`src/rtl/mac_operand_feeder_pkg.sv`:
```
// Shared MAC definitions: default operand geometry and the frame-tracking state encoding.
package mac_operand_feeder_pkg;

  localparam int DEFAULT_WIDTH = 8;
  localparam int DEFAULT_DEPTH = 4;

  typedef enum logic {
    FIRST = 1'b0,
    MID   = 1'b1
  } frame_state_e;

endpackage

```
`src/rtl/mac_operand_feeder_mem.sv`:
```
// Operand-pair storage: one synchronous write port, one asynchronous read port.
module pair_fifo_mem
  import mac_operand_feeder_pkg::*;
#(
  parameter int WIDTH = DEFAULT_WIDTH,
  parameter int DEPTH = DEFAULT_DEPTH
) (
  input  logic                     clk,
  input  logic                     wr_en,
  input  logic [$clog2(DEPTH)-1:0] wr_addr,
  input  logic [2*WIDTH:0]         wr_data,
  input  logic [$clog2(DEPTH)-1:0] rd_addr,
  output logic [2*WIDTH:0]         rd_data
);

  // Contents are deliberately left out of reset; level tracking makes stale words invisible.
  logic [2*WIDTH:0] mem [DEPTH];

  always_ff @(posedge clk) begin
    if (wr_en) begin
      mem[wr_addr] <= wr_data;
    end
  end

  assign rd_data = mem[rd_addr];

endmodule

```
`src/rtl/mac_operand_feeder.sv`:
```
// Operand-pair FIFO in front of a MAC, flagging the first term of each dot-product frame.
module mac_operand_feeder
  import mac_operand_feeder_pkg::*;
#(
  parameter int WIDTH = DEFAULT_WIDTH,
  parameter int DEPTH = DEFAULT_DEPTH
) (
  input  logic                     clk,
  input  logic                     rst,
  input  logic                     wr_valid,
  output logic                     wr_ready,
  input  logic [WIDTH-1:0]         wr_a,
  input  logic [WIDTH-1:0]         wr_b,
  input  logic                     wr_last,
  output logic                     rd_valid,
  input  logic                     rd_ready,
  output logic [WIDTH-1:0]         rd_a,
  output logic [WIDTH-1:0]         rd_b,
  output logic                     rd_last,
  output logic                     acc_clr,
  output logic [$clog2(DEPTH):0]   level
);

  localparam int AW = $clog2(DEPTH);
  localparam int LW = AW + 1;

  logic [AW-1:0]    wr_ptr_reg;
  logic [AW-1:0]    rd_ptr_reg;
  logic [LW-1:0]    level_reg;
  frame_state_e     state_reg;
  logic [2*WIDTH:0] head_word;
  logic             do_wr;
  logic             do_rd;

  // Handshake flags come from registered level only, so there is no comb path input-to-ready.
  assign wr_ready = (level_reg != LW'(DEPTH));
  assign rd_valid = (level_reg != '0);
  assign do_wr    = wr_valid && wr_ready;
  assign do_rd    = rd_valid && rd_ready;

  pair_fifo_mem #(
    .WIDTH(WIDTH),
    .DEPTH(DEPTH)
  ) u_mem (
    .clk     (clk),
    .wr_en   (do_wr && !rst),
    .wr_addr (wr_ptr_reg),
    .wr_data ({wr_last, wr_b, wr_a}),
    .rd_addr (rd_ptr_reg),
    .rd_data (head_word)
  );

  assign rd_a    = head_word[WIDTH-1:0];
  assign rd_b    = head_word[2*WIDTH-1:WIDTH];
  assign rd_last = head_word[2*WIDTH];
  assign acc_clr = rd_valid && (state_reg == FIRST);
  assign level   = level_reg;

  always_ff @(posedge clk) begin
    if (rst) begin
      wr_ptr_reg <= '0;
      rd_ptr_reg <= '0;
      level_reg  <= '0;
      state_reg  <= FIRST;
    end else begin
      if (do_wr) begin
        wr_ptr_reg <= wr_ptr_reg + AW'(1);
      end
      if (do_rd) begin
        rd_ptr_reg <= rd_ptr_reg + AW'(1);
      end
      case ({do_wr, do_rd})
        2'b10:   level_reg <= level_reg + LW'(1);
        2'b01:   level_reg <= level_reg - LW'(1);
        default: level_reg <= level_reg;
      endcase
      // Frame tracking advances only on consumed pairs.
      if (do_rd) begin
        case (state_reg)
          FIRST:   state_reg <= rd_last ? FIRST : MID;
          MID:     state_reg <= rd_last ? FIRST : MID;
          default: state_reg <= FIRST;
        endcase
      end
    end
  end

endmodule
```
`config.mk`:
```
export PLATFORM = sky130hd
export DESIGN_NAME = mac_operand_feeder
export DESIGN_NICKNAME = d
export VERILOG_FILES = /design/src/rtl/mac_operand_feeder_pkg.sv /design/src/rtl/mac_operand_feeder_mem.sv /design/src/rtl/mac_operand_feeder.sv
export SDC_FILE = /design/constraint.sdc
export NUM_CORES = 1
export LEC_CHECK = 0
export CAP_MARGIN = 20
export CORE_UTILIZATION = 56
export CTS_CLUSTER_DIAMETER = 80
export DETAILED_ROUTE_END_ITERATION = 16
export DONT_BUFFER_PORTS = 1
export MAX_ROUTING_LAYER = met4
export PLACE_DENSITY = 0.79
export SLEW_MARGIN = 20
export SYNTH_ARGS = -nofsm -noshare
export SYNTH_HDL_FRONTEND = slang
export SYNTH_SLANG_ARGS = --single-unit
```
`constraint.sdc`:
```
create_clock -name clk -period 2.08 [get_ports clk]
set_clock_uncertainty 0.15 [all_clocks]
set_input_delay 0.208 -clock clk [delete_from_list [all_inputs] [get_ports clk]]
set_output_delay 0.208 -clock clk [all_outputs]
set_load 0.005 [all_outputs]
```
==> flow_summary.ini, run 1 <==
[clock_network]
htreeDepth = 3
cts.sinks = 78
cts_tree = built
cts.root.buffer_cell = clkbuf_8
clkLatencyLatePin_ns = 0.33
cts_buffers = 9
clock_path_buffers = 2
clk_pin_slew_worst_paths_ns = 0.08

[grt]
grt_pass1_vias = 1594
overflow = 0
grt_pass1_wl_mm = 7.741
grt.total_usage = 0.2118
antenna_found_initial = 0
grt_max_degree = 18

[synthesis]
syn_inst = 146
yosys-top-cells-area = edfxtp_1, mux4_2, dfxtp_1, mux4_1, ha_1
syn_nets = 173
syn_area_mm2 = 0.002984
synth_largest_area_cell = edfxtp_1
synth.distinct_cells = 26
synth_top_area_share = 0.6843
synth.avg_cell_area_um2 = 20.44
yosysWarnings = 0
ys_ff_latch = 78
yosysSeqAreaShare = 0.7514

[detailed_routing]
wl_per_cell_um = 19.87
drc_errors = 0
dr.pass1.iters = 4
vias = 1448
ant_nets = 0
drt_iter0_markers = 76
wirelength_mm = 5.147
viasPerCell = 5.591

[sta]
finalSetupViolCount = 0
hold_viol = 0
tightest_slew_ns = 0.4252
fmax_mhz = 481.1
rsz0062_at_grt = yes
period_share = 0.9992
fin_hold_ws_ns = 0.02104
maxSlewHeadroom = 0.7129
drv_slew = 0
fin_crit_ns = 2.078

[finish]
final_cell_mix = edfxtp_1, dlygate4sd3_1, buf_4
largest_reg_flops = 68
drive_gt1_frac = 0.2593
multiInputGateArea_um2 = 716.9
fin_util = 0.7050
syn_to_final_growth_pct = 20.67
layout_commonest_cell = edfxtp_1
diodes = 0
n_fill_cell = 321
instances_no_fill = 259
nets = 212
seq_area_mm2 = 0.002248

[hold_path]
hp-class = in -> reg

[worst_setup_path]
critPathCaptureType = register
cpLargestDelayFamily = simple AND/OR/NAND/NOR gates
cp_slowest_stage_delay_ns = 0.37
crit_buf_inv = 2
crit_fanout = 3
worst_ep_arrival_time_ns = 2.19
path_cells = nor3b_4, inv_2, nand2_2, ha_4, inv_2, fa_2, xor2_1, or3_1, a21oi_2
worstPathRequired_ns = 2.19
cpMostUsedCell = inv_2
worst_path_max_delay_cell = dfxtp_4
cp-start-kind = register
crit_type = reg -> reg

[run]
maxCapViolCount = 0

[power_and_ir_drop]
leakage_uw = 0.001205
ir_worst_vdd_uv = 746.0
power.total_uw = 4109
p_per_area_mw_per_mm2 = 1141

[place]
routabilityCongestion = 0.8140
io_buffers = 0
dp_hpwl_mm = 3.177
dp.cells = 223

[floorplan]
die_w_um = 75
rows = 26
die_y_um = 75
io_pins = 44
dieArea_mm2 = 0.005625
core_region_area_mm2 = 0.005107
initial_utilization = 0.5843

[outcome]
outcome = complete, no violations
-- report_power, final --
group	switching (uW)	internal, uW	leakage [uW]	total (uW)
combinational	460	471	0.000390	931
sequential	64.9	1830	0.000701	1900
clock	494	785	0.000114	1280
-- timing repair --
item | 4_1_cts | 5_1_grt
setup buffers | 2 | 0
hold endpoints to repair | 78 | 0
hold buffers | 19 | 0
resized for setup | 3 | 1
endpoints found under the setup margin | 1 | 1
gates cloned | 0 | 0
pin swaps | 2 | 0
-- cell families (layout without fill, tap and decap cells) --
family,after synthesis,after routing,share of synthesized area
xor gates and xnor gates,4,4,0.01174
DFF,78,78,0.7514
AOI/OAI and AO/OA,10,10,0.02180
buffers and inverters,12,55,0.01929
muxes,17,17,0.1358
adders and majority gates,6,6,0.02767
and+or+nand+nor,19,19,0.03228
-- cells in the mapped netlist --
cell,n
a21oi_1,4
o21ai_0,3
and2_1,4
nor3_1,1
edfxtp_1,68
inv_1,7
o31a_1,1
mux4_1,6
nand3_1,2
nor2b_1,1
nand2_1,1
a211oi_2,1
xor2_1,3
or3_1,2
o311ai_0,1
buf_2,1
fa_1,1
buf_4,1
buf_6,1
dfxtp_1,10
nor3b_1,1
ha_1,5
nor2_1,7
mux4_2,11
xnor2_1,1
clkbuf_1,2
-- final timing paths --
path,slack (ns),to,cells after the start,start
max,0.002,level[2]$_SDFFE_PP0P_,9,level[0]$_SDFFE_PP0P_
min,0.02,wr_ptr_reg[0]$_SDFFE_PP0P_,3,wr_valid
max reg2reg,0.002,level[2]$_SDFFE_PP0P_,9,level[0]$_SDFFE_PP0P_
min reg2reg,0.38,wr_ptr_reg[0]$_SDFFE_PP0P_,2,wr_ptr_reg[0]$_SDFFE_PP0P_
-- worst min-delay path, stage by stage --
cell     delay (ns)
inv_1          0.03
o21ai_0        0.15
a21oi_1        0.06
-- per-stage QoR --
step / setup WS (ns) / instance area, um2 / setup TNS, ns
floorplan: 0.02019 / 3007 / 0
global placement: 0.03078 / 3153 / 0
detailed placement: -0.1059 / 3153 / -0.1059
CTS: 0.02407 / 3597 / 0
global route: -0.07275 / 3601 / -0.07275
finish: 0.001583 / 3601 / 0
-- final cells by class --
class / count / share of cell area
Clock buffer: 10 / 0.03544
Timing Repair Buffer: 33 / 0.08200
Sequential cell: 78 / 0.6244
Inverter: 7 / 0.007297
Tap cell: 70 / 0.02432
Multi-Input combinational cell: 56 / 0.1991
Clock inverter: 5 / 0.02745
-- layer usage --
layer | vias to the layer above | GRT usage | wire length, um
met4 | 0 | 0.09644 | 63
li1 | 661 | - | -
met2 | 43 | 0.3544 | 2794
met1 | 737 | 0.2381 | 2022
met5 | - | - | 0
met3 | 7 | 0.05756 | 267
(Power assumes the default switching activity.)
==> run 2: changes to the inputs <==
Settings changed: CORE_UTILIZATION 56 to 60, PLACE_DENSITY 0.79 to 0.81.
Clock period 2.08 ns to 2.55 ns, I/O delays scaled along.
==> run 2 against run 1 <==
Compared with the run above: sequential cell count stayed put; critical path type unchanged; final cell count down 3.5%; utilization grew 3.2 points; global-route usage is 0.27 points lower; total power fell by 24%; largest cell class unchanged.
==> flow_summary.ini, run 2 (synthesis gave the netlist of run 1 again) <==
[floorplan]
initial_utilization = 0.6276
rows = 25
die_y_um = 72.53
dieArea_mm2 = 0.005260
core_region_area_mm2 = 0.004755
io_pins = 44
die_w_um = 72.53

[grt]
grt_pass1_wl_mm = 7.389
grt.total_usage = 0.2090
grt_pass1_vias = 1549
overflow = 0
grt_max_degree = 18
antenna_found_initial = 0

[worst_setup_path]
crit_type = reg -> reg
worst_ep_arrival_time_ns = 2.46
worstPathRequired_ns = 2.65
crit_fanout = 7
cp-start-kind = register
critPathCaptureType = register

[detailed_routing]
ant_nets = 0
wl_per_cell_um = 18.46
dr.pass1.iters = 4
wirelength_mm = 4.614
viasPerCell = 5.568
vias = 1392
drt_iter0_markers = 80
drc_errors = 0

[place]
placed_cell_area_mm2 = 0.003089
dp_hpwl_mm = 3.028
io_buffers = 0
routabilityCongestion = 0.7064

[finish]
nets = 205
diodes = 0
final_cell_mix = edfxtp_1, dlygate4sd3_1, mux4_2
largest_reg_flops = 68
final_area_mm2 = 0.003502
drive_gt1_frac = 0.1967
layout_commonest_cell = edfxtp_1
syn_to_final_growth_pct = 17.36
fin_util = 0.7366

[clock_network]
cts_buffers = 9
cts_tree = built
cts.root.buffer_cell = clkbuf_8
htreeDepth = 3
clk_pin_slew_worst_paths_ns = 0.08
clock_path_buffers = 2
clkLatencyLatePin_ns = 0.33
cts_setup_buffers = 0
cts.sinks = 78

[sta]
tightest_slew_ns = 0.5508
fin_crit_ns = 2.359
drv_slew = 0
fmax_mhz = 423.9
maxSlewHeadroom = 0.6323
finalSetupViolCount = 0
period_share = 0.9252
hold_viol = 0
rsz0062_at_grt = no

[power_and_ir_drop]
p_per_area_mw_per_mm2 = 890.6
leakage_uw = 0.001165
ir_worst_vdd_uv = 640.4

[outcome]
outcome = complete, no violations

[run]
maxCapViolCount = 0

[hold_path]
hp-class = in -> reg
run 2: cell count changes in the layout (fill, tap and decap cells not counted), sizes merged:
cell,change
buf,-7
bufinv,-3
clkbuf,+3
clkinv,-2
inv,+3
run 2: metal layers:
| layer | global-route usage | vias up | wire, um | share of wire |
|---|---|---|---|---|
| met3 | 0.05417 | 8 | 233 | 0.050 |
| met5 | - | - | 0 | 0 |
| met1 | 0.2364 | 696 | 1814 | 0.39 |
| li1 | - | 644 | - | - |
| met2 | 0.3479 | 44 | 2483 | 0.54 |
| met4 | 0.1024 | 0 | 83 | 0.018 |
run 2: worst paths after layout:
path                              startpoint                    endpoint  slack, ns  cells after the start
setup / recovery       level[1]$_SDFFE_PP0P_       level[2]$_SDFFE_PP0P_       0.19                      9
hold / removal                      wr_valid  wr_ptr_reg[0]$_SDFFE_PP0P_       0.07                      3
setup reg to reg       level[1]$_SDFFE_PP0P_       level[2]$_SDFFE_PP0P_       0.19                      9
hold reg to reg   wr_ptr_reg[0]$_SDFFE_PP0P_  wr_ptr_reg[0]$_SDFFE_PP0P_       0.38                      2
run 2: cell type report:
cell class | count | area (um2)
Sequential cell | 78 | 2243
Fill cell | 302 | 1252
Multi-Input combinational cell | 56 | 695.7
Tap cell | 67 | 83.83
Clock buffer | 13 | 191.4
Timing Repair Buffer | 26 | 242.7
Inverter | 7 | 26.28
Clock inverter | 3 | 18.77
run 2: report_power, final:
part	internal (uW)	leakage, uW	switching, uW	total [uW]
logic	318	0.000354	285	603
registers	1490	0.000700	108	1600
clock network	501	0.000111	416	917
run 2: metrics by stage:
step,hold slack [ns],total power [uW],setup slack [ns],std cells,setup TNS (ns)
finish,0.07379,3119,0.1907,250,0
detailed placement,0.1775,2187,-0.05140,215,-0.05140
CTS,0.06071,3134,0.1005,250,0
global route,0.1389,3262,0.01107,250,0
global placement,0.1719,2147,0.1576,215,0
floorplan,0.2039,2065,0.2539,146,0
run 2: what timing repair did:
item	CTS	global route
hold endpoints to repair	78	0
gates resized for setup	1	2
endpoints found under the setup margin	1	1
hold buffers	19	0
run 2: critical path, stage by stage (launching register included):
cell and delay, ns:
dfxtp_1 0.39, nor3b_4 0.28, inv_1 0.13, nand2_1 0.09, ha_1 0.19, inv_1 0.08, fa_1 0.38, xor2_1 0.17
or3_1 0.31, a21oi_1 0.14
==> run 3: changes to the inputs <==
Settings changed: ABC_AREA set to 1.
==> run 3 against run 2 <==
Compared with the run above: sequential share of layout area decreased by 2.5 points; non-clock buffer count increased by 5; utilization decreased by 2.3 points; highest routed layer unchanged.
==> flow_summary.ini, run 3 <==
[outcome]
outcome = complete, no violations

[finish]
final_cell_mix = edfxtp_1, nor2_1, dlygate4sd3_1
n_fill_cell = 381
largest_reg_flops = 68
seq_area_mm2 = 0.002242
drive_gt1_frac = 0.1549
multiInputGateArea_um2 = 752.0
layout_commonest_cell = edfxtp_1
nets = 306
syn_to_final_growth_pct = 15.15
diodes = 0

[worst_setup_path]
worstPathRequired_ns = 2.14
cp-start-kind = register
crit_type = reg -> out
worst_ep_arrival_time_ns = 1.60
critPathCaptureType = output pin
cp_slowest_stage_delay_ns = 0.62
crit_fanout = 17
path_cells = inv_2, nand3_1, nand2_1, inv_1
worst_path_max_delay_cell = dfxtp_1

[sta]
finalSetupViolCount = 0
fmax_mhz = 497.6
rsz0062_at_grt = no
tightest_slew_ns = 0.4966
drv_slew = 0
hold_viol = 0
fin_crit_ns = 2.010
period_share = 0.7881
maxSlewHeadroom = 0.6677
setup_tns_ns = 0

[synthesis]
synth_edf_count = 68
synth_top_area_share = 0.6456
syn_inst = 246
synth.distinct_cells = 24
syn_nets = 273
syn_area_mm2 = 0.003163
synth_async_sr_flop_share = 0
ys.flop_type = edfxtp_1
synth.avg_cell_area_um2 = 12.86
yosys-top-cells-area = edfxtp_1, dfxtp_1, nor2_1, o22ai_1, o21ai_0
synth_common_cells = edfxtp_1, nor2_1, o21ai_0, nand2_1, inv_1
ys_ff_latch = 78
yosysSeqAreaShare = 0.7089
yosysWarnings = 0
yosysMostFrequentCell = edfxtp_1
synth_largest_area_cell = edfxtp_1

[grt]
grt_max_degree = 35
overflow = 0
grt_pass1_wl_mm = 8.300
grt_pass1_vias = 1802
grt.total_usage = 0.2187
antenna_found_initial = 0

[power_and_ir_drop]
leakage_uw = 0.001324
power.total_uw = 3137
p_per_area_mw_per_mm2 = 861.2
ir_worst_vdd_uv = 828.1

[place]
dp_hpwl_mm = 3.531
io_buffers = 0
routabilityCongestion = 0.8199

[clock_network]
clk_pin_slew_worst_paths_ns = 0.07
cts_setup_buffers = 0
clkLatencyLatePin_ns = 0.33
htreeDepth = 3
cts_tree = built
cts.root.buffer_cell = clkbuf_8
ctsResizeCount = 0
clock_path_buffers = 2
cts.sinks = 78
cts_buffers = 9

[floorplan]
rows = 26
die_y_um = 74.61
initial_utilization = 0.6193
die_w_um = 74.61
core_region_area_mm2 = 0.005107
dieArea_mm2 = 0.005566
io_pins = 44

[detailed_routing]
drc_errors = 0
vias = 1878
viasPerCell = 5.305
drt_iter0_markers = 140
ant_nets = 0
wl_per_cell_um = 15.79
dr.pass1.iters = 4
wirelength_mm = 5.589

[run]
maxCapViolCount = 0

[hold_path]
hp-class = in -> reg
-- run 3: cell count changes after synthesis, moves of 5 or more --
cell     before  now
buf_6         1    6
o21ai_1       0    5
inv_1         7   17
o21ai_2       0   10
mux4_2       11    0
o21ai_0       3   19
nand2_1       1   18
o22ai_1       0   16
mux4_1        6    0
nor2_1        7   46
-- run 3: what timing repair did --
| action | 4_1_cts | 5_1_grt |
|---|---|---|
| hold buffers | 21 | 0 |
| endpoints found under the hold margin | 75 | 0 |
| setup endpoints to repair | 0 | 0 |
-- run 3: kinds of logic (layout without fill, tap and decap cells) --
| family | count (synthesis) | count (layout) | synth area share |
|---|---|---|---|
| flip-flops | 78 | 78 | 0.7089 |
| AND/OR/NAND/NOR | 77 | 77 | 0.1044 |
| AO/OA/AOI/OAI | 55 | 55 | 0.1072 |
| buffers and inverters | 30 | 68 | 0.05340 |
| adder cells (fa/ha/maj) | 6 | 6 | 0.02611 |
-- run 3: worst paths after layout --
path,from,slack [ns],to,depth (start not counted)
max,register,0.54,rd_last,4
min,rst,0.06,state_reg$_SDFFE_PP0P_,3
max reg2reg,level[2]$_SDFFE_PP0P_,0.56,level[2]$_SDFFE_PP0P_,13
min reg2reg,state_reg$_SDFFE_PP0P_,0.38,state_reg$_SDFFE_PP0P_,4
-- run 3: metrics by stage --
step | hold slack [ns] | setup slack (ns) | instances | utilization | instance area [um2]
floorplan | 0.1830 | 0.5090 | 246 | - | 3163
global placement | 0.1947 | 0.6623 | 317 | 0.6365 | 3251
detailed placement | 0.1920 | 0.5854 | 317 | 0.6365 | 3251
CTS | 0.03336 | 0.4885 | 354 | 0.7131 | 3642
global route | 0.07727 | 0.3882 | 354 | 0.7131 | 3642
finish | 0.05934 | 0.5403 | 354 | 0.7131 | 3642
-- run 3: power by group --
part           leakage [uW]  switching [uW]  internal (uW)
combinational      0.000530             487            258
clock             0.0000937             393            434
sequential         0.000700            73.8           1490
-- run 3: layer usage --
metal  share of wire  track usage  wire length (um)  vias up
li1                -            -                 -      929
met1            0.43       0.2548              2396      892
met2            0.51       0.3544              2850       53
met3           0.057      0.07995               318        4
met4          0.0043      0.06709                24        0
met5               0            -                 0        -
-- run 3: area by class of cell --
cell class                 instances  share of cell area
timing repair buffer              31             0.08176
sequential                        78              0.6156
tap                               70             0.02405
inverter                          21             0.02233
clock buffer                      15             0.04844
multi-input combinational        138              0.2065
clock inverter                     1            0.001374
-- run 3: worst max-delay path: cells and delay by family (launching register included) --
| family | cells | cell delay (ns) |
|---|---|---|
| buffers and inverters | 2 | 0.39 |
| DFF | 1 | 0.62 |
| and+or+nand+nor | 2 | 0.25 |
